===== config.mk =====
export PLATFORM = sky130hd
export DESIGN_NAME = alu_pipe
export DESIGN_NICKNAME = d
export VERILOG_FILES = /design/src/rtl/alu_pkg.sv /design/src/rtl/alu_core.sv /design/src/rtl/alu_pipe.sv
export SDC_FILE = /design/constraint.sdc
export NUM_CORES = 1
export LEC_CHECK = 0
export CELL_PAD_IN_SITES_DETAIL_PLACEMENT = 1
export CELL_PAD_IN_SITES_GLOBAL_PLACEMENT = 1
export CORE_MARGIN = 1
export CORE_UTILIZATION = 40
export DETAILED_ROUTE_END_ITERATION = 6
export GPL_TIMING_DRIVEN = 0
export HOLD_SLACK_MARGIN = 0.05
export MAX_ROUTING_LAYER = met4
export PLACE_DENSITY_LB_ADDON = 0.1
export SLEW_MARGIN = 20
export SYNTH_ARGS = -nofsm -noshare
export SYNTH_HDL_FRONTEND = slang
export SYNTH_HIERARCHICAL = 1
export SYNTH_SLANG_ARGS = --single-unit

===== constraint.sdc =====
create_clock -name clk -period 5.1 [get_ports clk]
set_clock_uncertainty 0.2 [all_clocks]
set_input_delay 0.51 -clock clk [delete_from_list [all_inputs] [get_ports clk]]
set_output_delay 0.51 -clock clk [all_outputs]
set_load 0.02 [all_outputs]

===== src/rtl/alu_pkg.sv =====
// alu_pkg: op encodings and the {carry,G} function shared by the ALU core.
package alu_pkg;
  localparam logic [1:0] OP_ADD = 2'b00;
  localparam logic [1:0] OP_SUB = 2'b01;
  localparam logic [1:0] OP_AND = 2'b10;
  localparam logic [1:0] OP_OR  = 2'b11;
  localparam int MAXW = 32;
  // Evaluates at MAXW bits; w selects the live width so carry lands at bit w.
  function automatic logic [MAXW:0] alu_calc(input logic [1:0] s, input logic [MAXW-1:0] a,
                                             input logic [MAXW-1:0] b, input logic [5:0] w);
    logic [MAXW-1:0] m;
    logic [MAXW:0] t;
    m = w >= 6'(MAXW) ? '1 : (MAXW'(1) << w) - MAXW'(1);
    t = s == OP_ADD ? {1'b0, a & m} + {1'b0, b & m}
      : s == OP_SUB ? {1'b0, a & m} + {1'b0, ~b & m} + {{MAXW{1'b0}}, 1'b1}
      : {1'b0, (s == OP_AND ? a & b : a | b) & m};
    return {s[1] ? 1'b0 : t[w], t[MAXW-1:0] & m};
  endfunction
endpackage


===== src/rtl/alu_core.sv =====
// alu_core: combinational ADD/SUB/AND/OR with carry; ALU_SAT_EN adds ADD/SUB saturation.
module alu_core import alu_pkg::*; #(
  parameter int WIDTH = 3
) (
  input  logic [WIDTH-1:0] a,
  input  logic [WIDTH-1:0] b,
  input  logic [1:0]       s,
  output logic [WIDTH-1:0] g,
  output logic             c
);
  logic [MAXW:0] r;
  logic [WIDTH-1:0] raw;
  logic hi_unused;
  always_comb begin
    r = alu_calc(s, MAXW'(a), MAXW'(b), 6'(WIDTH));
    raw = r[WIDTH-1:0];
    c = r[MAXW];
    hi_unused = ^r[MAXW-1:WIDTH-1];
`ifdef ALU_SAT_EN
    g = s == OP_ADD && c ? '1 : s == OP_SUB && !c ? '0 : raw;
`else
    g = raw;
`endif
  end
endmodule


===== src/rtl/alu_pipe.sv =====
// alu_pipe: two-stage valid/ready ALU with accumulate mode around one alu_core.
// Build with ALU_SAT_EN defined for saturating ADD/SUB.
module alu_pipe import alu_pkg::*; #(
  parameter int               WIDTH    = 3,
  parameter logic [WIDTH-1:0] ACC_INIT = '0
) (
  input  logic             clk,
  input  logic             rst_n,
  input  logic             in_valid,
  output logic             in_ready,
  input  logic [WIDTH-1:0] A,
  input  logic [WIDTH-1:0] B,
  input  logic [1:0]       S,
  input  logic             acc_mode,
  input  logic             acc_clr,
  output logic             out_valid,
  input  logic             out_ready,
  output logic [WIDTH-1:0] G,
  output logic             carry,
  output logic             zero
);
  logic [WIDTH-1:0] alu_g, acc_q, acc_d, g1_q, g1_d, g_q, g_d;
  logic alu_c, c1_q, c1_d, v1_q, v1_d, c_q, c_d, z_q, z_d, v_q, v_d;
  logic take, adv, load;
  alu_core #(.WIDTH(WIDTH)) u_core (
    .a(A),
    .b(acc_mode ? acc_q : B),
    .s(S),
    .g(alu_g),
    .c(alu_c)
  );
  // Stage 2 moves whenever it is empty or drained, so in_ready depends on out_ready.
  always_comb begin
    adv = !v_q || out_ready;
    in_ready = !v1_q || adv;
    take = in_valid && in_ready;
    load = adv && v1_q;
    v1_d = take || (v1_q && !adv);
    g1_d = take ? alu_g : g1_q;
    c1_d = take ? alu_c : c1_q;
    acc_d = acc_clr ? ACC_INIT : take ? alu_g : acc_q;
    v_d = adv ? v1_q : v_q;
    g_d = load ? g1_q : g_q;
    c_d = load ? c1_q : c_q;
    z_d = load ? g1_q == '0 : z_q;
  end
  always_ff @(posedge clk or negedge rst_n) begin
    if (!rst_n) begin
      acc_q <= ACC_INIT;
      g1_q <= '0;
      c1_q <= 1'b0;
      v1_q <= 1'b0;
      g_q <= '0;
      c_q <= 1'b0;
      z_q <= 1'b1;
      v_q <= 1'b0;
    end else begin
      acc_q <= acc_d;
      g1_q <= g1_d;
      c1_q <= c1_d;
      v1_q <= v1_d;
      g_q <= g_d;
      c_q <= c_d;
      z_q <= z_d;
      v_q <= v_d;
    end
  end
  assign out_valid = v_q;
  assign G = g_q;
  assign carry = c_q;
  assign zero = z_q;
endmodule

-- Word-level counts from Yosys, hierarchy flattened
Index checks and enable logic that the tools add are counted.
- bits in registers: 14
- bits in latches: 0
- bits in writable memories: 0
- memory bits (read-only): 0
- input bits: 14
- output and inout port bits: 7
- logic and storage cells: 35
- memories kept: 0
- add/sub/neg operators: 3
- $mul: 0
- divide/modulo/power cells: 0
- $lt $le $gt $ge: 0
- equality and inequality tests: 2
- shifts and indexed selects: 0
- mux-type cells: 7
- bitwise logic cells: 3
- reductions and logical operators: 12
- operators with widths (cell ; count):
    3-bit two-way mux ; 4
    3-bit by 3-bit adder with 4-bit output ; 2
    4-bit two-way mux ; 2
    4-bit by 1-bit adder with 4-bit output (second input constant) ; 1
    3-bit AND ; 1
    1-bit logical AND ; 3
    1-bit zero test ; 3
    3-bit zero test ; 1
    1-bit logical OR ; 3
    3-bit NOT ; 1
    3-bit OR ; 1
    2-bit by 1-bit == test with 1-bit output (second input constant) ; 1
    2-bit == test (second input constant) ; 1
    2-bit zero test ; 1
    2-bit nonzero test ; 1
    1-bit two-way mux ; 1

-- Depth between registers and ports, before layout
- depth after elaboration: 8
- mapped depth: 8

-- Cells and area by module
Netlist, hierarchy kept.
- modules (own cells, without submodules) (module ; times used ; cells an instance ; area an instance (sq um)):
    alu_pipe ; 1 ; 48 ; 591.8
    alu_core ; 1 ; 39 ; 331.6

-- Worst setup path after synthesis
Ideal clock, no wire load.
- path type: in2reg
- start point: in acc_mode
- end point: reg acc_q[1]
- setup time: 0.077 ns
- arrival time: 2.182 ns
- path slack: 2.640 ns
- stages on the path: 8
- path buffers: 0
- cell sequence: mux2_2 > ha_1 > inv_1 > fa_1 > mux4_2 > inv_1 > nand3_1 > a21oi_1
- longest elaborated chain between the ends: 8
- elaborated cells between the ends (all ways): 12
- classes of those cells: add/sub (3); mux (6); bitwise (3)
- ends and longest elaborated chain (what ; RTL line ; text):
    start: declaration ; alu_pipe.sv:14 ; input logic acc_mode,
    3-bit two-way mux * ; alu_pipe.sv:27 ; .b(acc_mode ? acc_q : B),
    3-bit NOT ; alu_pkg.sv:15 ; : s == OP_SUB ? {1'b0, a & m} + {1'b0, ~b & m} + {{MAXW{1'b0}}, 1'b1}
    3-bit by 3-bit adder with 4-bit output ; alu_pkg.sv:15 ;
    4-bit by 1-bit adder with 4-bit output ; alu_pkg.sv:15 ;
    4-bit two-way mux ; alu_pkg.sv:15 ;
    4-bit two-way mux * ; alu_pkg.sv:14 ; t = s == OP_ADD ? {1'b0, a & m} + {1'b0, b & m}
    net alu_g[1] ; alu_pipe.sv:22 ; logic [WIDTH-1:0] alu_g, acc_q, acc_d, g1_q, g1_d, g_q, g_d;
    3-bit two-way mux * (2 in series) ; alu_pipe.sv:41 ; acc_d = acc_clr ? ACC_INIT : take ? alu_g : acc_q;
    end signal: assignment ; alu_pipe.sv:49 ; acc_q <= ACC_INIT;
    end signal: assignment ; alu_pipe.sv:58 ; acc_q <= acc_d;
    end: declaration ; alu_pipe.sv:22 ;
Mark *: on every way through the listed nets, which the timed path passes. The rest lies on a longest branch. The select of a mux whose other input is x is not followed.
A chain may end at the register's enable or synchronous reset.

-- Worst setup path in the final report
Ends and elaborated chain as after synthesis.

==> flow_metrics.py <==
metrics = {
    "yosys": {
        "synth_warnings": 6,
        "syn-mean-instance-area_sq_um": 10.6,
        "ys_ff_latch": 14,
        "synth_nets": 112,
        "synth_cell_types": 27,
        "synth-seq-area-share_pct": 38.1,
        "synthCells": 87,
        "synthesis.area_sq_um": 923,
    },
    "grt": {
        "grt_start_max_net_pins": 15,
        "grt_pass1_vias": 681,
        "antenna_found_initial": 0,
        "grt_pass1_wl_um": 3080,
        "grt-ovfl-total": 0,
        "grt_usage_pct": 17.4,
    },
    "drt": {
        "viasPerCell": 4.96,
        "drc": 0,
        "vias": 679,
        "firstDrtPassIters": 3,
        "first_iter_violations": 3,
        "wl_per_cell_um": 13.6,
        "routed_wl_um": 1870,
        "ant_nets": 0,
    },
    "setup_path": {
        "required_ps": 5100,
        "critPathBufInv": 3,
        "critPathLaunchType": "input port",
        "path_delay_family": "multiplexers",
        "end_kind": "flip-flop",
        "timing.rr.end": "acc_q[1]",
        "r2r_cells": 8,
        "cp_slowest_cell": "clkdlybuf4s50_1",
        "r2r_slack_ps": 2680,
        "cp.arrival_ps": 2910,
        "r2r-start": "acc_q[0]",
        "path_max_fanout": 3,
        "path_cells": "clkdlybuf4s50_1 > mux2_2 > ha_1 > inv_1 > fa_1 > mux4_2 > inv_1 > nand3_1 > a21oi_1",
        "crit_path_max_incr_delay_ps": 540,
        "cpMostUsedCell": "inv_1",
        "critical_path_class": "in -> reg",
    },
    "sta": {
        "clock.fmax_ghz": 0.344,
        "period_minus_slack_ps": 2910,
        "finalSetupViolCount": 0,
        "hold_violations": 0,
        "slew_headroom_pct": 58.2,
        "worstMarginPinSlew_ps": 625,
        "period_share_pct": 57.1,
        "finalMaxSlewViolations": 0,
        "holdWs_ps": 293,
        "setup_tns_ps": 0,
        "rsz0062_at_grt": "false",
    },
    "power_and_ir_drop": {
        "vdd_ir_drop_max_v": 0.000221,
        "leakagePower_nw": 0.548,
        "power.density_mw_per_mm2": 288,
    },
    "clock_tree": {
        "postCtsSetupRepairBufs": 0,
        "cts_tree": "done",
        "clock_path_buffers": 2,
        "ctsHoldBuffers": 0,
        "clkSinkCount": 14,
        "cts_resized": 0,
        "insertion_delay_ps": 270,
        "clk_pin_slew_ps": 70,
        "cts_max_level": 1,
        "numCtsBuffers": 3,
        "ctsRootBufferMaster": "clkbuf_4",
    },
    "placed_design": {
        "post_dp_cell_area_sq_mm": 0.00114,
        "dp_hpwl_um": 1520,
        "gp_congestion": 0.754,
        "io_buffers": 18,
    },
    "run_status": {
        "status": "completed",
    },
    "hold_path": {
        "min_to": "out_valid",
        "worstHoldPathCells": 1,
        "timing.hold.worst.class": "reg -> reg",
        "hold_start": "v1_q",
    },
    "finish": {
        "syn_to_final_growth_pct": 26.2,
        "layout-drive-gt1-share_pct": 18.3,
        "fin_util_pct": 53.2,
        "layout_commonest_cell": "clkdlybuf4s50_1",
        "stdcell_area_sq_mm": 0.00116,
        "final_net_count": 135,
        "diodes": 0,
        "layout_common_cells": "clkdlybuf4s50_1 (18), dfrtp_1 (13), inv_1 (11)",
    },
    "flow_run": {
        "drv_cap": 0,
    },
    "floorplan": {
        "io-pin-count": 21,
        "die-area_sq_mm": 0.00250,
        "die_w_um": 50.0,
        "die_height_um": 50.0,
        "rows": 17,
        "coreArea_sq_mm": 0.00219,
        "start_util_pct": 42.1,
    },
}
-- logic make-up after synthesis --
logic type	synth area share, %
AND/OR/NAND/NOR	9.08
multiplexers	15.0
AO/OA/AOI/OAI	11.0
XOR/XNOR	1.90
adder cells (fa/ha/maj)	16.5
flip-flops	38.1
buffers and inverters	8.40
-- Yosys cell counts, drive strengths merged --
master   n  share of area, %
a211oi   2               1.6
a21o     1              0.81
a21oi    5               2.7
and3b    1              0.95
buf      3               3.0
dfrtp   13                35
dfstp    1               2.8
fa       2               4.3
ha       9                12
inv     12               5.4
mux2    10                13
mux4     1               2.4
nand2    7               3.1
nand2b   2               1.4
nand3    3               1.6
nor2     2              0.81
nor2b    1              0.68
nor3     1              0.54
o21ai    6               3.3
o21bai   1              0.81
o22ai    1              0.68
o32a     1               1.1
xnor2    2               1.9
-- cell type report --
| class | count | area (sq um) |
|---|---|---|
| buffer | 3 | 27.5 |
| fill | 259 | 1030 |
| timing repair buffer | 18 | 180 |
| sequential | 14 | 352 |
| tap | 28 | 35.0 |
| inverter | 12 | 50.0 |
| multi-input combinational | 58 | 494 |
| clock buffer | 4 | 26.3 |
-- power by group --
part	switching (mW)	internal, mW
clock network	0.0322	0.0303
registers	0.0119	0.134
logic	0.0595	0.0675
total	0.104	0.232
-- state kept, by name, summed over array words and instances, names as in the netlist --
| register | cells |
|---|---|
| out_valid | 1 |
| carry | 1 |
| acc_q | 3 |
| g1_q | 3 |
| c1_q | 1 |
| G | 3 |
| v1_q | 1 |
| zero | 1 |
-- metal layers --
layer	GRT usage [%]	part of all wire, %
met1	22.0	47
met2	27.8	47
met3	4.94	4.6
met4	2.86	0.43
met5	-	0
-- per-stage QoR --
step / instances / setup slack, ps / total power [mW]
after detailed placement: 133 / 1860 / 0.278
after floorplan: 87 / 2640 / 0.223
after global placement: 133 / 1910 / 0.271
after global routing: 137 / 2090 / 0.359
final: 137 / 2190 / 0.335
after CTS: 137 / 2160 / 0.342
-- how the worst max path moves through the flow --
stage	cells after the start	to	start
after floorplan	8	acc_q[1]	acc_mode
after global placement	9	acc_q[1]	acc_mode
after detailed placement	9	acc_q[1]	acc_mode
after CTS	9	acc_q[1]	acc_mode
after global routing	9	acc_q[1]	acc_mode
final	9	acc_q[1]	acc_mode
Note: power is estimated with default switching activity, not from simulation.
